--- src/rtl/host_launch_ctrl.sv ---
// Host-side kernel launch sequencer: programs the DCR thread count, pulses
// gpu_start, watches gpu_done with a watchdog, and recovers via GPU soft reset.
module host_launch_ctrl #(
  parameter int unsigned DATA_BITS       = 8,
  parameter int unsigned TIMEOUT_BITS    = 16,
  parameter int unsigned DEFAULT_TIMEOUT = 200,
  parameter int unsigned RECOVER_CYCLES  = 2
) (
  input  logic                    clk,
  input  logic                    reset,
  input  logic                    host_cmd_valid,
  output logic                    host_cmd_ready,
  input  logic [1:0]              host_cmd_op,
  input  logic [TIMEOUT_BITS-1:0] host_cmd_data,
  output logic                    dcr_write_enable,
  output logic [DATA_BITS-1:0]    dcr_data,
  output logic                    gpu_start,
  output logic                    gpu_reset,
  input  logic                    gpu_done,
  output logic                    busy,
  output logic                    done_flag,
  output logic                    timeout_flag,
  output logic                    abort_flag,
  output logic                    err_flag,
  output logic [TIMEOUT_BITS-1:0] cycle_count,
  output logic                    irq
);

  localparam int unsigned REC_W = (RECOVER_CYCLES > 1) ? $clog2(RECOVER_CYCLES) : 1;

  localparam logic [1:0] OP_SET_THREADS = 2'b00;
  localparam logic [1:0] OP_SET_TIMEOUT = 2'b01;
  localparam logic [1:0] OP_LAUNCH      = 2'b10;
  localparam logic [1:0] OP_ABORT       = 2'b11;

  typedef enum logic [2:0] {
    S_IDLE    = 3'd0,
    S_CFG     = 3'd1,
    S_START   = 3'd2,
    S_RUN     = 3'd3,
    S_RECOVER = 3'd4
  } state_t;

  state_t state_q, state_d;

  logic [DATA_BITS-1:0]    thread_q, thread_d;
  logic [TIMEOUT_BITS-1:0] timeout_q, timeout_d;
  logic [TIMEOUT_BITS-1:0] run_limit_q, run_limit_d;
  logic [TIMEOUT_BITS-1:0] cycle_count_q, cycle_count_d;
  logic [REC_W-1:0]        rec_cnt_q, rec_cnt_d;
  logic [DATA_BITS-1:0]    dcr_data_q, dcr_data_d;
  logic                    dcr_we_q, dcr_we_d;
  logic                    gpu_start_q, gpu_start_d;
  logic                    gpu_reset_q, gpu_reset_d;
  logic                    busy_q, busy_d;
  logic                    done_q, done_d;
  logic                    timeout_flag_q, timeout_flag_d;
  logic                    abort_q, abort_d;
  logic                    err_q, err_d;
  logic                    irq_q, irq_d;

  logic                    cmd_acc;
  logic                    abort_acc;
  logic                    timeout_hit;
  logic                    rec_last;
  logic [TIMEOUT_BITS-1:0] cnt_inc;
  logic [TIMEOUT_BITS-1:0] cnt_sat;

  assign host_cmd_ready = (state_q == S_IDLE) || (state_q == S_RUN);
  assign cmd_acc        = host_cmd_valid && host_cmd_ready;
  assign abort_acc      = cmd_acc && (host_cmd_op == OP_ABORT);
  assign cnt_inc        = cycle_count_q + TIMEOUT_BITS'(1);
  assign cnt_sat        = (&cycle_count_q) ? cycle_count_q : cnt_inc;
  // A zero run_limit disables the watchdog; the +1 compare ends RUN after exactly L cycles.
  assign timeout_hit    = (run_limit_q != '0) && (cnt_inc == run_limit_q);
  assign rec_last       = (rec_cnt_q == REC_W'(RECOVER_CYCLES - 1));

  // State register
  always_ff @(posedge clk or negedge reset) begin
    if (!reset) state_q <= S_RECOVER;
    else        state_q <= state_d;
  end

  // Next-state logic
  always_comb begin
    state_d = state_q;
    unique case (state_q)
      S_IDLE: begin
        if (cmd_acc && (host_cmd_op == OP_LAUNCH) && (thread_q != '0)) state_d = S_CFG;
      end
      S_CFG:   state_d = S_START;
      S_START: state_d = S_RUN;
      S_RUN: begin
        if (gpu_done)         state_d = S_IDLE;
        else if (abort_acc)   state_d = S_RECOVER;
        else if (timeout_hit) state_d = S_RECOVER;
      end
      S_RECOVER: begin
        if (rec_last) state_d = S_IDLE;
      end
      default: state_d = S_RECOVER;
    endcase
  end

  // Output and datapath next values
  always_comb begin
    thread_d       = thread_q;
    timeout_d      = timeout_q;
    run_limit_d    = run_limit_q;
    cycle_count_d  = cycle_count_q;
    dcr_data_d     = dcr_data_q;
    done_d         = done_q;
    timeout_flag_d = timeout_flag_q;
    abort_d        = abort_q;
    err_d          = err_q;
    rec_cnt_d      = '0;
    dcr_we_d       = (state_d == S_CFG);
    gpu_start_d    = (state_d == S_START);
    gpu_reset_d    = (state_d == S_RECOVER);
    busy_d         = (state_d != S_IDLE);
    irq_d          = (state_q == S_RUN) && (state_d != S_RUN);

    if ((state_q == S_RECOVER) && (state_d == S_RECOVER)) rec_cnt_d = rec_cnt_q + REC_W'(1);

    unique case (state_q)
      S_IDLE: begin
        if (cmd_acc) begin
          unique case (host_cmd_op)
            OP_SET_THREADS: thread_d  = host_cmd_data[DATA_BITS-1:0];
            OP_SET_TIMEOUT: timeout_d = host_cmd_data;
            OP_LAUNCH: begin
              if (thread_q == '0) begin
                err_d = 1'b1;
              end else begin
                done_d         = 1'b0;
                timeout_flag_d = 1'b0;
                abort_d        = 1'b0;
                err_d          = 1'b0;
                cycle_count_d  = '0;
                run_limit_d    = timeout_q;
                dcr_data_d     = thread_q;
              end
            end
            default: ;
          endcase
        end
      end
      S_RUN: begin
        // Configuration and launch commands are refused while a kernel runs.
        if (cmd_acc && (host_cmd_op != OP_ABORT)) err_d = 1'b1;
        if (gpu_done) begin
          cycle_count_d = cnt_sat;
          done_d        = 1'b1;
        end else if (abort_acc) begin
          cycle_count_d = cnt_sat;
          abort_d       = 1'b1;
        end else if (timeout_hit) begin
          cycle_count_d  = run_limit_q;
          timeout_flag_d = 1'b1;
        end else begin
          cycle_count_d = cnt_sat;
        end
      end
      default: ;
    endcase
  end

  // Datapath and registered outputs
  always_ff @(posedge clk or negedge reset) begin
    if (!reset) begin
      thread_q       <= '0;
      timeout_q      <= TIMEOUT_BITS'(DEFAULT_TIMEOUT);
      run_limit_q    <= TIMEOUT_BITS'(DEFAULT_TIMEOUT);
      cycle_count_q  <= '0;
      rec_cnt_q      <= '0;
      dcr_data_q     <= '0;
      dcr_we_q       <= 1'b0;
      gpu_start_q    <= 1'b0;
      gpu_reset_q    <= 1'b1;
      busy_q         <= 1'b1;
      done_q         <= 1'b0;
      timeout_flag_q <= 1'b0;
      abort_q        <= 1'b0;
      err_q          <= 1'b0;
      irq_q          <= 1'b0;
    end else begin
      thread_q       <= thread_d;
      timeout_q      <= timeout_d;
      run_limit_q    <= run_limit_d;
      cycle_count_q  <= cycle_count_d;
      rec_cnt_q      <= rec_cnt_d;
      dcr_data_q     <= dcr_data_d;
      dcr_we_q       <= dcr_we_d;
      gpu_start_q    <= gpu_start_d;
      gpu_reset_q    <= gpu_reset_d;
      busy_q         <= busy_d;
      done_q         <= done_d;
      timeout_flag_q <= timeout_flag_d;
      abort_q        <= abort_d;
      err_q          <= err_d;
      irq_q          <= irq_d;
    end
  end

  assign dcr_write_enable = dcr_we_q;
  assign dcr_data         = dcr_data_q;
  assign gpu_start        = gpu_start_q;
  assign gpu_reset        = gpu_reset_q;
  assign busy             = busy_q;
  assign done_flag        = done_q;
  assign timeout_flag     = timeout_flag_q;
  assign abort_flag       = abort_q;
  assign err_flag         = err_q;
  assign cycle_count      = cycle_count_q;
  assign irq              = irq_q;

endmodule

--- config.mk ---
export PLATFORM = sky130hd
export DESIGN_NAME = host_launch_ctrl
export DESIGN_NICKNAME = d
export VERILOG_FILES = /design/src/rtl/host_launch_ctrl.sv
export SDC_FILE = /design/constraint.sdc
export NUM_CORES = 1
export LEC_CHECK = 0
export CAP_MARGIN = 20
export CORE_MARGIN = 5
export CORE_UTILIZATION = 55
export CTS_BUF_LIST = sky130_fd_sc_hd__clkbuf_8
export CTS_CLUSTER_SIZE = 12
export DETAILED_ROUTE_END_ITERATION = 10
export MAX_ROUTING_LAYER = met4
export PLACE_DENSITY = 0.8
export SETUP_SLACK_MARGIN = 0.1
export SYNTH_ARGS = -nofsm -noshare
export SYNTH_HDL_FRONTEND = slang
export SYNTH_SLANG_ARGS = --single-unit
--- constraint.sdc ---
create_clock -name clk -period 2.95 [get_ports clk]
set_input_delay 0.59 -clock clk [delete_from_list [all_inputs] [get_ports clk]]
set_output_delay 0.59 -clock clk [all_outputs]
set_load 0.02 [all_outputs]
==> out/qor.csv <==
metric,value,unit
power_density_over_the_cells,952.3,mW/mm^2
synth.largest_area_cell,sky130_fd_sc_hd__dfrtp_1,
synth_largest_type_area_fraction,41.53,%
yosysWarningCount,0,
fin_worst_skew,0.01400,ns
fillers,565,
critical-path-max-stage-delay,0.70,ns
die_h,96.32,microns
rsz0062_at_grt,false,
worstSetupPathType,flip-flop to flip-flop,
place_congestion,0.9799,
clk-insertion-delay-late,0.35,ns
io_pins,56,
final_cell_count_no_fill,556,
timing.critical_path.buf_inv,1,
dominantRegCellSynth,sky130_fd_sc_hd__dfrtp_1,
slew_headroom,35.80,%
dp_hpwl,7506,microns
drt-vias-per-instance,5.906,
async_reset_ff_share,100.0,%
first_global_vias,3264,
final_min_period_over_clock_period,93.69,%
crit_fanout,7,
root_driver,sky130_fd_sc_hd__clkbuf_8,
area_of_the_die,0.009277,sq mm
final_max_slew_viol_count,0,
timing_hold_violations_final,0,
maximum_number_of_buffers_from_clock_root_to_sink,2,
wire_length_of_the_first_global_routing_pass,16640,microns
fin_tns_setup,0,ns
worst_setup_path_end_kind,flip-flop,
hold_crit_class,primary input to async pin,
maxCapViolations,0,
buffer_ports.inserted,55,
synthDistinctLibCells,58,
post-place-cells,537,
p_leak,2.229,nW
antenna_cells_inserted,0,
setup_violations,0,
synthToLayoutAreaGrowth,22.60,%
multi_input_comb_area,0.002038,sq mm
globalRoute.totalOverflow,0,
starting_density_of_the_core,56.49,%
critical-path-slowest-cell,sky130_fd_sc_hd__or4b_2,
arrival,3.00,ns
nNetsFinal,475,
most_common_library_cells_after_synthesis,"sky130_fd_sc_hd__dfrtp_1 (68), sky130_fd_sc_hd__mux2_2 (48), sky130_fd_sc_hd__nand2_1 (38)",
antenna_violations_before_repair,0,
detail_route.wl_per_cell,18.95,microns
worst_setup_path_start_kind,flip-flop,
drive_above_1_share,25.60,%
die_width,96.32,microns
yosys.cell_count.top_type,sky130_fd_sc_hd__dfrtp_1,
outcome,"finished, final reports clean",
placement_rows,31,
synth_sequential_area_ratio,47.30,%
clk_transition_reported_paths,0.09,ns
post_cts_hold_buffer_count,0,
netlist_area,0.004098,sq mm
numClockSinks,77,
detailedRoute.firstPassIterationCount,5,
post-route-drc-count,0,
timing.critical_path.cells,ha_4 > nand3_4 > nor2_1 > or4b_2 > a2111oi_4 > buf_4 > and3_1 > o31ai_1 > a31o_1,
netlist_instances,385,
ctsHtreeMaxLevel,3,
vdd_ir_drop_max,612.9,uV
vias,3284,
final_period_minus_worst_setup_slack,2.764,ns
synth_enable_flop_cells,0,
max_clock_freq,361.8,MHz
count_of_state_elements_after_synthesis,77,
core-area,0.007253,sq mm
layout.area.seq,0.001941,sq mm
yosys-top-cells-area,"sky130_fd_sc_hd__dfrtp_1 (42%), sky130_fd_sc_hd__mux2_2 (13%), sky130_fd_sc_hd__dfstp_2 (5.8%)",
hold_ws,0.3657,ns
synthesis.area_per_instance,10.64,sq um
grt_max_degree,78,
grt_util_all_layers,24.55,%
worstPathRequired,3.19,ns
antenna_violating_nets_post_route,0,
tritoncts,yes,
cts_inserted_buffers,9,
tightestPinTransition,0.9629,ns
drt_first_iter_violations,166,
drt_wl_total,10540,microns
syn_nets,408,
crit_family,simple AND/OR/NAND/NOR gates,
routing by layer:
layer | part of all wire [%] | wire, microns | global-route usage [%] | vias to the layer above
li1 | - | - | - | 1531
met1 | 43 | 4551 | 31.82 | 1587
met2 | 49 | 5173 | 38.93 | 147
met3 | 5.9 | 618 | 4.769 | 19
met4 | 1.8 | 194 | 8.061 | 0
met5 | 0 | 0 | - | -
logic make-up after synthesis:
kind of cell	synth area share [%]
DFF	47.30
muxes	15.63
and+or+nand+nor	17.31
AOI/OAI and AO/OA	10.69
adders and majority gates	0.5496
buffers and inverters	3.603
xor gates and xnor gates	4.916
cell usage in the layout (no fill, tap or decap), types with 5 or more instances in the layout:
master,instances
sky130_fd_sc_hd__o21ai_1,9
sky130_fd_sc_hd__mux2i_1,10
sky130_fd_sc_hd__inv_1,6
sky130_fd_sc_hd__xnor2_1,8
sky130_fd_sc_hd__nand2_1,38
sky130_fd_sc_hd__mux2_2,48
sky130_fd_sc_hd__nor4_1,9
sky130_fd_sc_hd__a21oi_1,7
sky130_fd_sc_hd__dfrtp_1,66
sky130_fd_sc_hd__buf_4,25
sky130_fd_sc_hd__clkdlybuf4s50_1,54
sky130_fd_sc_hd__and3_1,7
sky130_fd_sc_hd__nand4_1,6
sky130_fd_sc_hd__o21ai_0,12
sky130_fd_sc_hd__clkbuf_8,9
sky130_fd_sc_hd__nor3_1,7
sky130_fd_sc_hd__xor2_1,14
sky130_fd_sc_hd__dfstp_2,9
sky130_fd_sc_hd__nand3_1,19
sky130_fd_sc_hd__nor2_1,27
sky130_fd_sc_hd__a31oi_1,5
stage by stage:
| step | util (%) | setup slack, ns | cell area, sq um | power (W) |
|---|---|---|---|---|
| after CTS | 68.71 | 0.1497 | 4984 | 0.004757 |
| after detailed placement | 66.31 | 0.07616 | 4810 | 0.004013 |
| after floorplan | - | 0.1306 | 4098 | 0.003217 |
| after global routing | 69.26 | 0.1040 | 5024 | 0.005063 |
| after global placement | 66.31 | 0.1975 | 4810 | 0.003928 |
| final | 69.26 | 0.1863 | 5024 | 0.004784 |
what timing repair did:
| action | in CTS | in global routing |
|---|---|---|
| resized for setup | 2 | 4 |
| cloned | 0 | 1 |
| setup buffers | 0 | 2 |
| endpoints found under the setup margin | 3 | 21 |
| pin swaps | 0 | 3 |
final cells by class:
class	count	share of cell area, %
repair buffers	79	14.50
flip-flops and latches	77	38.63
clock inverters	7	0.9215
inverters	6	0.4483
clock buffers	9	2.466
well taps	99	2.466
multi-input cells	279	40.57
registers in the layout, indices dropped and copies added, names as in the netlist:
name	flops
gpu_reset	1
cycle_count	16
abort_flag	1
dcr_write_enable	1
timeout_flag	1
run_limit_q	16
state_q	3
err_flag	1
irq	1
timeout_q	16
dcr_data	8
rec_cnt_q	1
gpu_start	1
thread_q	8
done_flag	1
busy	1
report_power, final:
part           internal, W  total (W)  switching (W)
logic              0.00103    0.00208        0.00105
clock network     0.000309   0.000723       0.000414
registers          0.00153    0.00198       0.000447
worst paths after layout:
check                                     from              to  slack, ns  cells after the start
worst min-delay path                     reset  cycle_count[5]       0.37                      1
min in group clk                     rec_cnt_q       rec_cnt_q       0.44                      1
worst max-delay path            cycle_count[0]      state_q[0]       0.19                      9
worst min register to register       rec_cnt_q       rec_cnt_q       0.44                      1
worst max register to register  cycle_count[0]      state_q[0]       0.19                      9
max in group asynchronous                reset      state_q[1]       1.93                      1
Power figures use the tool's default switching activity.
